==> src/rtl/battleship_pkg.sv <==
// Shared types for the battleship game controller: one-hot state encoding,
// state bit indices and the round-robin player rotation helper.
package battleship_pkg;

  typedef enum logic [4:0] {
    ST_IDLE      = 5'b00001,
    ST_SETUP     = 5'b00010,
    ST_TURN      = 5'b00100,
    ST_EVAL      = 5'b01000,
    ST_GAME_OVER = 5'b10000
  } state_t;

  localparam int unsigned IDX_IDLE      = 0;
  localparam int unsigned IDX_SETUP     = 1;
  localparam int unsigned IDX_TURN      = 2;
  localparam int unsigned IDX_EVAL      = 3;
  localparam int unsigned IDX_GAME_OVER = 4;

  localparam int unsigned MAX_PLAYERS = 8;

  // First player after cur (wrapping) whose avail bit is set; cur itself is
  // the last candidate. Callers check |avail before trusting the result.
  function automatic int unsigned next_player(input int unsigned cur,
                                              input int unsigned num_players,
                                              input logic [MAX_PLAYERS-1:0] avail);
    int unsigned idx;
    logic        found;
    next_player = cur;
    found       = 1'b0;
    for (int unsigned k = 1; k <= MAX_PLAYERS; k++) begin
      if (k <= num_players) begin
        idx = cur + k;
        if (idx >= num_players) idx = idx - num_players;
        if (!found && avail[idx[2:0]]) begin
          next_player = idx;
          found       = 1'b1;
        end
      end
    end
  endfunction

endpackage

==> src/rtl/battleship_turn_timer.sv <==
// Per-turn idle counter: load clears, enable counts, expire flags the final
// cycle of the allowed window. Used only when TURN_TIMEOUT_EN is defined.
module battleship_turn_timer #(
  parameter int unsigned TIMEOUT_CYCLES = 1000
) (
  input  logic clk,
  input  logic reset,
  input  logic load,
  input  logic enable,
  output logic expire
);

  localparam int unsigned CW = $clog2(TIMEOUT_CYCLES);

  logic [CW-1:0] count;

  assign expire = enable && (count == CW'(TIMEOUT_CYCLES - 1));

  always_ff @(posedge clk) begin
    if (reset || load) begin
      count <= '0;
    end else if (enable && !expire) begin
      count <= count + 1'b1;
    end
  end

endmodule

==> src/rtl/battleship_turn_ctrl.sv <==
// N-player battleship game controller: setup, round-robin turns with shot budgets,
// hit/miss evaluation and winner/draw reporting. Optional turn timeout: TURN_TIMEOUT_EN.
module battleship_turn_ctrl
  import battleship_pkg::*;
#(
  parameter  int unsigned NUM_PLAYERS    = 2,
  parameter  int unsigned MAX_SHOTS      = 20,
  parameter  int unsigned HIT_REPEATS    = 1,
  parameter  int unsigned TIMEOUT_CYCLES = 1000,
  localparam int unsigned PW = (NUM_PLAYERS > 2) ? $clog2(NUM_PLAYERS) : 1,
  localparam int unsigned SW = $clog2(MAX_SHOTS + 1)
) (
  input  logic          clk,
  input  logic          reset,
  input  logic          start_btn,
  input  logic          reset_btn,
  input  logic          setup_done,
  input  logic          shot_valid,
  output logic          shot_ready,
  input  logic          eval_valid,
  input  logic          eval_hit,
  input  logic          eval_sunk_all,
  output logic          eval_ready,
  output logic [4:0]    current_state,
  output logic [PW-1:0] active_player,
  output logic [SW-1:0] shots_left,
  output logic [PW-1:0] winner,
  output logic          winner_valid,
  output logic          draw,
  output logic          restart_pulse,
  output logic          timeout_pulse
);

  if (NUM_PLAYERS < 2 || NUM_PLAYERS > MAX_PLAYERS || MAX_SHOTS < 1 || TIMEOUT_CYCLES < 2)
  begin : g_param_check
    $error("battleship_turn_ctrl: parameter out of range");
  end

  state_t                 state, state_nxt;
  logic [PW-1:0]          player, player_nxt, rot_player;
  logic [SW-1:0]          budget [NUM_PLAYERS];
  logic [SW-1:0]          budget_cur, budget_dec;
  logic [MAX_PLAYERS-1:0] avail;
  logic                   any_avail;
  logic                   start_prev, reset_prev, reset_edge, press;
  logic                   handshake, forfeit, dec, expire;
  logic                   restart, win_set, draw_set;

  // Buttons act on their rising edge, so a held button fires exactly once.
  assign reset_edge = reset_btn & ~reset_prev;
  assign press      = (start_btn & ~start_prev) | reset_edge;

  assign handshake  = (state == ST_TURN) & shot_valid & ~reset_edge;
  assign forfeit    = (state == ST_TURN) & ~shot_valid & expire & ~reset_edge;
  assign dec        = handshake | forfeit;

  assign budget_cur = budget[player];
  assign budget_dec = (budget_cur == '0) ? '0 : budget_cur - 1'b1;

`ifdef TURN_TIMEOUT_EN
  logic timer_load, timer_enable;

  assign timer_enable = (state == ST_TURN);
  assign timer_load   = (state != ST_TURN) | dec | reset_edge;

  battleship_turn_timer #(
    .TIMEOUT_CYCLES(TIMEOUT_CYCLES)
  ) u_timer (
    .clk    (clk),
    .reset  (reset),
    .load   (timer_load),
    .enable (timer_enable),
    .expire (expire)
  );
`else
  assign expire = 1'b0;
`endif

  // Availability reflects the decrement landing on this same edge.
  always_comb begin
    avail = '0;
    for (int unsigned p = 0; p < NUM_PLAYERS; p++) begin
      if (player == PW'(p) && dec) avail[p[2:0]] = (budget_dec != '0);
      else                         avail[p[2:0]] = (budget[p[PW-1:0]] != '0);
    end
  end

  assign any_avail  = |avail;
  assign rot_player = PW'(next_player(32'(player), NUM_PLAYERS, avail));

  always_comb begin
    state_nxt  = state;
    player_nxt = player;
    restart    = 1'b0;
    win_set    = 1'b0;
    draw_set   = 1'b0;
    case (state)
      ST_IDLE: begin
        if (press) begin
          state_nxt  = ST_SETUP;
          player_nxt = '0;
          restart    = 1'b1;
        end
      end
      ST_SETUP: begin
        if (reset_edge)      state_nxt = ST_IDLE;
        else if (setup_done) state_nxt = ST_TURN;
      end
      ST_TURN: begin
        if (reset_edge) begin
          state_nxt = ST_IDLE;
        end else if (handshake) begin
          state_nxt = ST_EVAL;
        end else if (forfeit) begin
          if (any_avail) begin
            state_nxt  = ST_TURN;
            player_nxt = rot_player;
          end else begin
            state_nxt = ST_GAME_OVER;
            draw_set  = 1'b1;
          end
        end
      end
      ST_EVAL: begin
        if (reset_edge) begin
          state_nxt = ST_IDLE;
        end else if (eval_valid) begin
          if (eval_sunk_all) begin
            state_nxt = ST_GAME_OVER;
            win_set   = 1'b1;
          end else if (eval_hit && HIT_REPEATS != 0 && budget_cur != '0) begin
            state_nxt = ST_TURN;
          end else if (any_avail) begin
            state_nxt  = ST_TURN;
            player_nxt = rot_player;
          end else begin
            state_nxt = ST_GAME_OVER;
            draw_set  = 1'b1;
          end
        end
      end
      ST_GAME_OVER: begin
        if (press) state_nxt = ST_IDLE;
      end
      default: state_nxt = ST_IDLE;
    endcase
  end

  always_ff @(posedge clk) begin
    if (reset) begin
      state         <= ST_IDLE;
      player        <= '0;
      winner        <= '0;
      winner_valid  <= 1'b0;
      draw          <= 1'b0;
      restart_pulse <= 1'b0;
      timeout_pulse <= 1'b0;
      start_prev    <= 1'b0;
      reset_prev    <= 1'b0;
      for (int unsigned p = 0; p < NUM_PLAYERS; p++) budget[p[PW-1:0]] <= SW'(MAX_SHOTS);
    end else begin
      state         <= state_nxt;
      player        <= player_nxt;
      restart_pulse <= restart;
      timeout_pulse <= forfeit;
      start_prev    <= start_btn;
      reset_prev    <= reset_btn;
      if (restart) begin
        winner_valid <= 1'b0;
        draw         <= 1'b0;
        for (int unsigned p = 0; p < NUM_PLAYERS; p++) budget[p[PW-1:0]] <= SW'(MAX_SHOTS);
      end
      if (dec)      budget[player] <= budget_dec;
      if (win_set) begin
        winner       <= player;
        winner_valid <= 1'b1;
      end
      if (draw_set) draw <= 1'b1;
    end
  end

  assign current_state = state;
  assign active_player = player;
  assign shots_left    = budget[player];
  assign shot_ready    = (state == ST_TURN);
  assign eval_ready    = (state == ST_EVAL);

endmodule

==> config.mk <==
export PLATFORM = sky130hd
export DESIGN_NAME = battleship_turn_ctrl
export DESIGN_NICKNAME = d
export VERILOG_FILES = /design/src/rtl/battleship_pkg.sv /design/src/rtl/battleship_turn_timer.sv /design/src/rtl/battleship_turn_ctrl.sv
export SDC_FILE = /design/constraint.sdc
export NUM_CORES = 1
export LEC_CHECK = 0
export ABC_AREA = 1
export ABC_CLOCK_PERIOD_IN_PS = 3500
export CAP_MARGIN = 25
export CORE_ASPECT_RATIO = 0.5
export CORE_MARGIN = 3
export CORE_UTILIZATION = 40
export DETAILED_ROUTE_END_ITERATION = 8
export HOLD_SLACK_MARGIN = 0.03
export REMOVE_ABC_BUFFERS = 1
export SETUP_SLACK_MARGIN = 0.3
export SYNTH_ARGS = -nofsm -noshare
export SYNTH_HDL_FRONTEND = slang
export SYNTH_SLANG_ARGS = --single-unit
==> constraint.sdc <==
create_clock -name clk -period 3.5 [get_ports clk]
set_clock_uncertainty 0.15 [all_clocks]
set_input_delay 0.7 -clock clk [delete_from_list [all_inputs] [get_ports clk]]
set_output_delay 0.7 -clock clk [all_outputs]
set_load 0.005 [all_outputs]
### Word-level counts from Yosys, hierarchy flattened

Memories as Yosys holds them, arrays and structs flattened. A register that Yosys moved wholly into a read port is not among the register bits.
Index checks and enable logic that the tools add are counted.

* register bits after elaboration: 12
* memory bits (writable): 10
* input bits: 9
* output and inout port bits: 18
* logic and storage cells: 123
* memories kept: 1

* $add $sub $neg: 5
* magnitude comparators: 4
* eq/ne operators: 16
* mux-type cells: 61
* bitwise operators: 11
* reductions and logical operators: 17

Memories
* budget: words 2, width 5, read ports 3, clocked after memory_dff 1, write ports 2, RTL line battleship_turn_ctrl.sv:41 `logic [SW-1:0] budget [NUM_PLAYERS];`

Operators with widths (number)
* $mux W5: 15
* $mux W1: 40
* $pmux W5 S5: 1
* $reduce_bool A5 Y1: 4
* $ne A2 B2 Y1 const B: 6
* $lt A3 B4 Y1 const B: 2
* $reduce_and A8 Y1: 1
* $bmux W1 S3: 2
* $mux W3: 2
* $ne A3 B1 Y1 const B: 2
* $reduce_bool A2 Y1: 3
* $eq A5 B1 Y1 const B: 1
* $eq A5 B2 Y1 const B: 1
* $eq A5 B3 Y1 const B: 1
* $eq A5 B4 Y1 const B: 1
* $eq A5 B5 Y1 const B: 1
* $logic_not A5 Y1: 1
* $reduce_and A5 Y1: 1
* $reduce_or A5 Y1: 1
* $sub A5 B1 Y5 const B: 1
* $and A1 B1 Y1: 4
* $logic_and A1 B1 Y1: 4
* $not A1 Y1: 4
* $add A1 B2 Y3 const B: 1
* other kinds (12): 14

### Depth between registers and ports, before layout

* word-level depth: 20
* gate-level depth with buffers: 20
* mapped depth without buffers: 19

### Worst setup path after synthesis

OpenSTA, ideal clock, no wires.

* path type: input to register
* start: in reset_btn
* end: mem budget[0][0] (netlist bit) (enable)
* setup time: 0.313 ns
* data arrival time: 1.573 ns
* required time: 3.037 ns
* path slack: 1.464 ns
* cell stages on the path: 8
* buffers on the path: 0
* cell sequence: inv_1 > nor2_1 > inv_1 > o21ai_0 > nand2_1 > nand2_1 > inv_1 > nand2_1

RTL lines
* from (decl): RTL line battleship_turn_ctrl.sv:16 `input logic reset_btn,`
* to (decl): RTL line battleship_turn_ctrl.sv:41

### Final worst setup path

* start: reg state[1], in the netlist current_state[1]
* end: out eval_ready

* word-level cells in the longest chain between the ends: 1

Ends and longest elaborated chain
* from (decl): RTL line battleship_turn_ctrl.sv:39 `state_t state, state_nxt;`
* from (signal assigned): RTL line battleship_turn_ctrl.sv:162 `state <= state_nxt;`
* $eq A5 B4 Y1: RTL line battleship_turn_ctrl.sv:186 `assign eval_ready = (state == ST_EVAL);`
* to (decl): RTL line battleship_turn_ctrl.sv:23 `output logic eval_ready,`

No other way between the ends.

==> flow_summary.yaml <==
clock_tree:
  cts_sinks: 23
  root_buffer: "clkbuf_8"
  cts_tree: "yes"
  cts_resized: 0
  cts.clk_slew.worst_paths_ns: 0.08
  clock_latency_ns: 0.26
  post-cts-setup-buffer-count: 0
  cts_max_level: 1
  clock_path_buffers: 2
  cts_hold_buf: 0
  cts_buffers: 3
setup_path:
  arrival_ns: 1.85
  crit_buf_inv: 2
  crit_fanout: 9
  cpMaxStageDelayCell: "clkdlybuf4s50_1"
  cp_num_cells: 4
  crit_chain: "nor2_1, inv_1, nor4_4, clkdlybuf4s50_1"
  reg2regPathDepth: 18
  endpoint_kind: "primary output"
  startpoint_type: "flip-flop"
  cp.required_ns: 2.65
  path_delay_family: "buffers and inverters"
  max_stage_delay_ns: 0.60
  crit_type: "reg -> out"
finish:
  drive_gt1_frac: 0.1126
  layout_commonest_cell: "nand2_1"
  nets: 243
  final-instance-count-excl-fill: 279
  area_delta_synth_final_pct: 23.38
  layout_common_cells: "52 x nand2_1, 35 x inv_1, 28 x nor2_1"
  multi_input_area_um2: 694.4
  regArea_um2: 560.5
  n_fill_cell: 348
  diodes: 0
timing:
  slew_headroom: 0.6497
  fmax_mhz: 370.9
  setup_viol: 0
  final.setup.tns_ns: 0
  fin_ws_ns: 0.8038
  tightestPinTransition_ns: 0.5215
  hold_viol: 0
  rsz0062_at_grt: "no"
  min_period_over_period: 0.7703
  min_period_ns: 2.696
  report.final.slew_viol_count: 0
power_and_ir_drop:
  vdd_ir_drop_max_v: 0.0001568
  power_density_nw_per_um2: 400.9
  p_leak_nw: 0.7860
synth:
  synthesis.area_um2: 1429
  synth_cell_types: 30
  yosys_most_used_dff: "dfxtp_1"
  ys_async_sr_fraction: 0
  syn_inst: 205
  avgSynthCellArea_um2: 6.970
  synth-seq-cells: 23
  yosys_warnings: 0
  synth-edff-count: 10
  yosysSeqAreaShare: 0.3923
route:
  wl_met2_um: 1364
  drtAntennaViolNets: 0
  drtPass1Iterations: 4
  viasPerCell: 4.688
  post_drt_wl_per_cell_um: 11.02
  wirelength_met1_um: 1555
  drc_errors: 0
  maxUsedRoutingLayer: "met4"
  wl_met3_um: 135
  first_iter_violations: 36
  wl_um: 3074
  route.vias.total: 1308
flow_run:
  max_cap_viol_count: 0
die:
  fp.dieArea_um2: 4369
  ios: 27
  start_util: 0.4457
  die_h_um: 48.26
  die_w_um: 90.53
  design.core.area_um2: 3206
  rows: 14
global_routing:
  grt_max_degree: 14
  grt_pass1_wl_um: 5016
  grtUsageTotal: 0.1478
  grt_pass1_vias: 1123
  grt-ovfl-total: 0
  antenna_found_initial: 0
placement:
  port_buffers: 25
  dp_slack_ns: 0.7432
  dp_cells: 275
  gp_congestion: 0.9187
  hpwl_um: 2536
hold_path:
  hold_path_class: "reg -> reg"
  min_path_cells: 2
run_status:
  outcome: "completed"
-- path summary, 6_finish.rpt --
kind / start / endpoint / slack, ns
max reg2reg: flip-flop / current_state[2] / 1.05
min reg2reg: draw / draw / 0.33
min: draw / draw / 0.33
max: current_state[1] / eval_ready / 0.80
-- cells by family after synthesis --
| kind of cell | share of synthesized area |
|---|---|
| AOI/OAI and AO/OA | 0.05254 |
| other | 0.002624 |
| buffers and inverters | 0.1217 |
| adders and majority gates | 0.01751 |
| and+or+nand+nor | 0.4133 |
| DFF | 0.3923 |
-- Yosys cell counts (2+ instances only) --
| cell type | instances | area share |
|---|---|---|
| nand2_1 | 52 | 0.14 |
| inv_1 | 35 | 0.092 |
| nor2_1 | 28 | 0.074 |
| nand3_1 | 15 | 0.053 |
| dfxtp_1 | 13 | 0.18 |
| edfxtp_1 | 10 | 0.21 |
| nand2_2 | 10 | 0.044 |
| a21oi_1 | 6 | 0.021 |
| o21ai_0 | 5 | 0.018 |
| nor3_1 | 4 | 0.014 |
| inv_2 | 3 | 0.0079 |
| ha_1 | 2 | 0.018 |
| nand2_4 | 2 | 0.016 |
| nand4_1 | 2 | 0.0088 |
| nor2_4 | 2 | 0.016 |
| nor4_1 | 2 | 0.0088 |
-- flip-flops by register name (all words and copies together), names as in the netlist, named ones only --
signal	cells
restart_pulse	1
winner_valid	1
winner	1
start_prev	1
active_player	1
budget	10
draw	1
current_state	5
reset_prev	1
-- metal layers --
layer / global-route usage / up-vias
li1: - / 692
met5: 0 / -
met4: 0.03647 / 0
met2: 0.2731 / 28
met3: 0.02773 / 2
met1: 0.1884 / 586
-- tightest hold or removal path, delay by kind of cell (launching register included) --
family | cells | cell delay (ns)
AO/OA/AOI/OAI | 1 | 0.06
flip-flops | 1 | 0.34
AND/OR/NAND/NOR | 1 | 0.05
-- where the power goes --
group / leakage (nW) / internal, mW / switching [mW]
registers: 0.200 / 0.300 / 0.0200
logic: 0.560 / 0.0914 / 0.133
clock network: 0.0255 / 0.0793 / 0.0825
total: 0.786 / 0.471 / 0.236
-- cell type report --
class,instances,area share
multi-input cells,140,0.3939
repair buffers,25,0.1419
well taps,48,0.03407
clock buffers,3,0.02342
clock inverters,1,0.002839
inverters,39,0.08588
flip-flops and latches,23,0.3180
-- per-stage QoR --
step / instance area [um2] / utilization / power, mW / hold slack, ns
2_1_floorplan: 1406 / - / 0.4677 / 0.3017
3_3_place_gp: 1717 / 0.5355 / 0.5494 / 0.3128
3_5_place_dp: 1717 / 0.5355 / 0.5493 / 0.3225
4_1_cts: 1763 / 0.5500 / 0.7104 / 0.3420
5_1_grt: 1763 / 0.5500 / 0.7534 / 0.3593
6_report: 1763 / 0.5500 / 0.7067 / 0.3330
No activity file was read; power rests on OpenSTA's default activity.
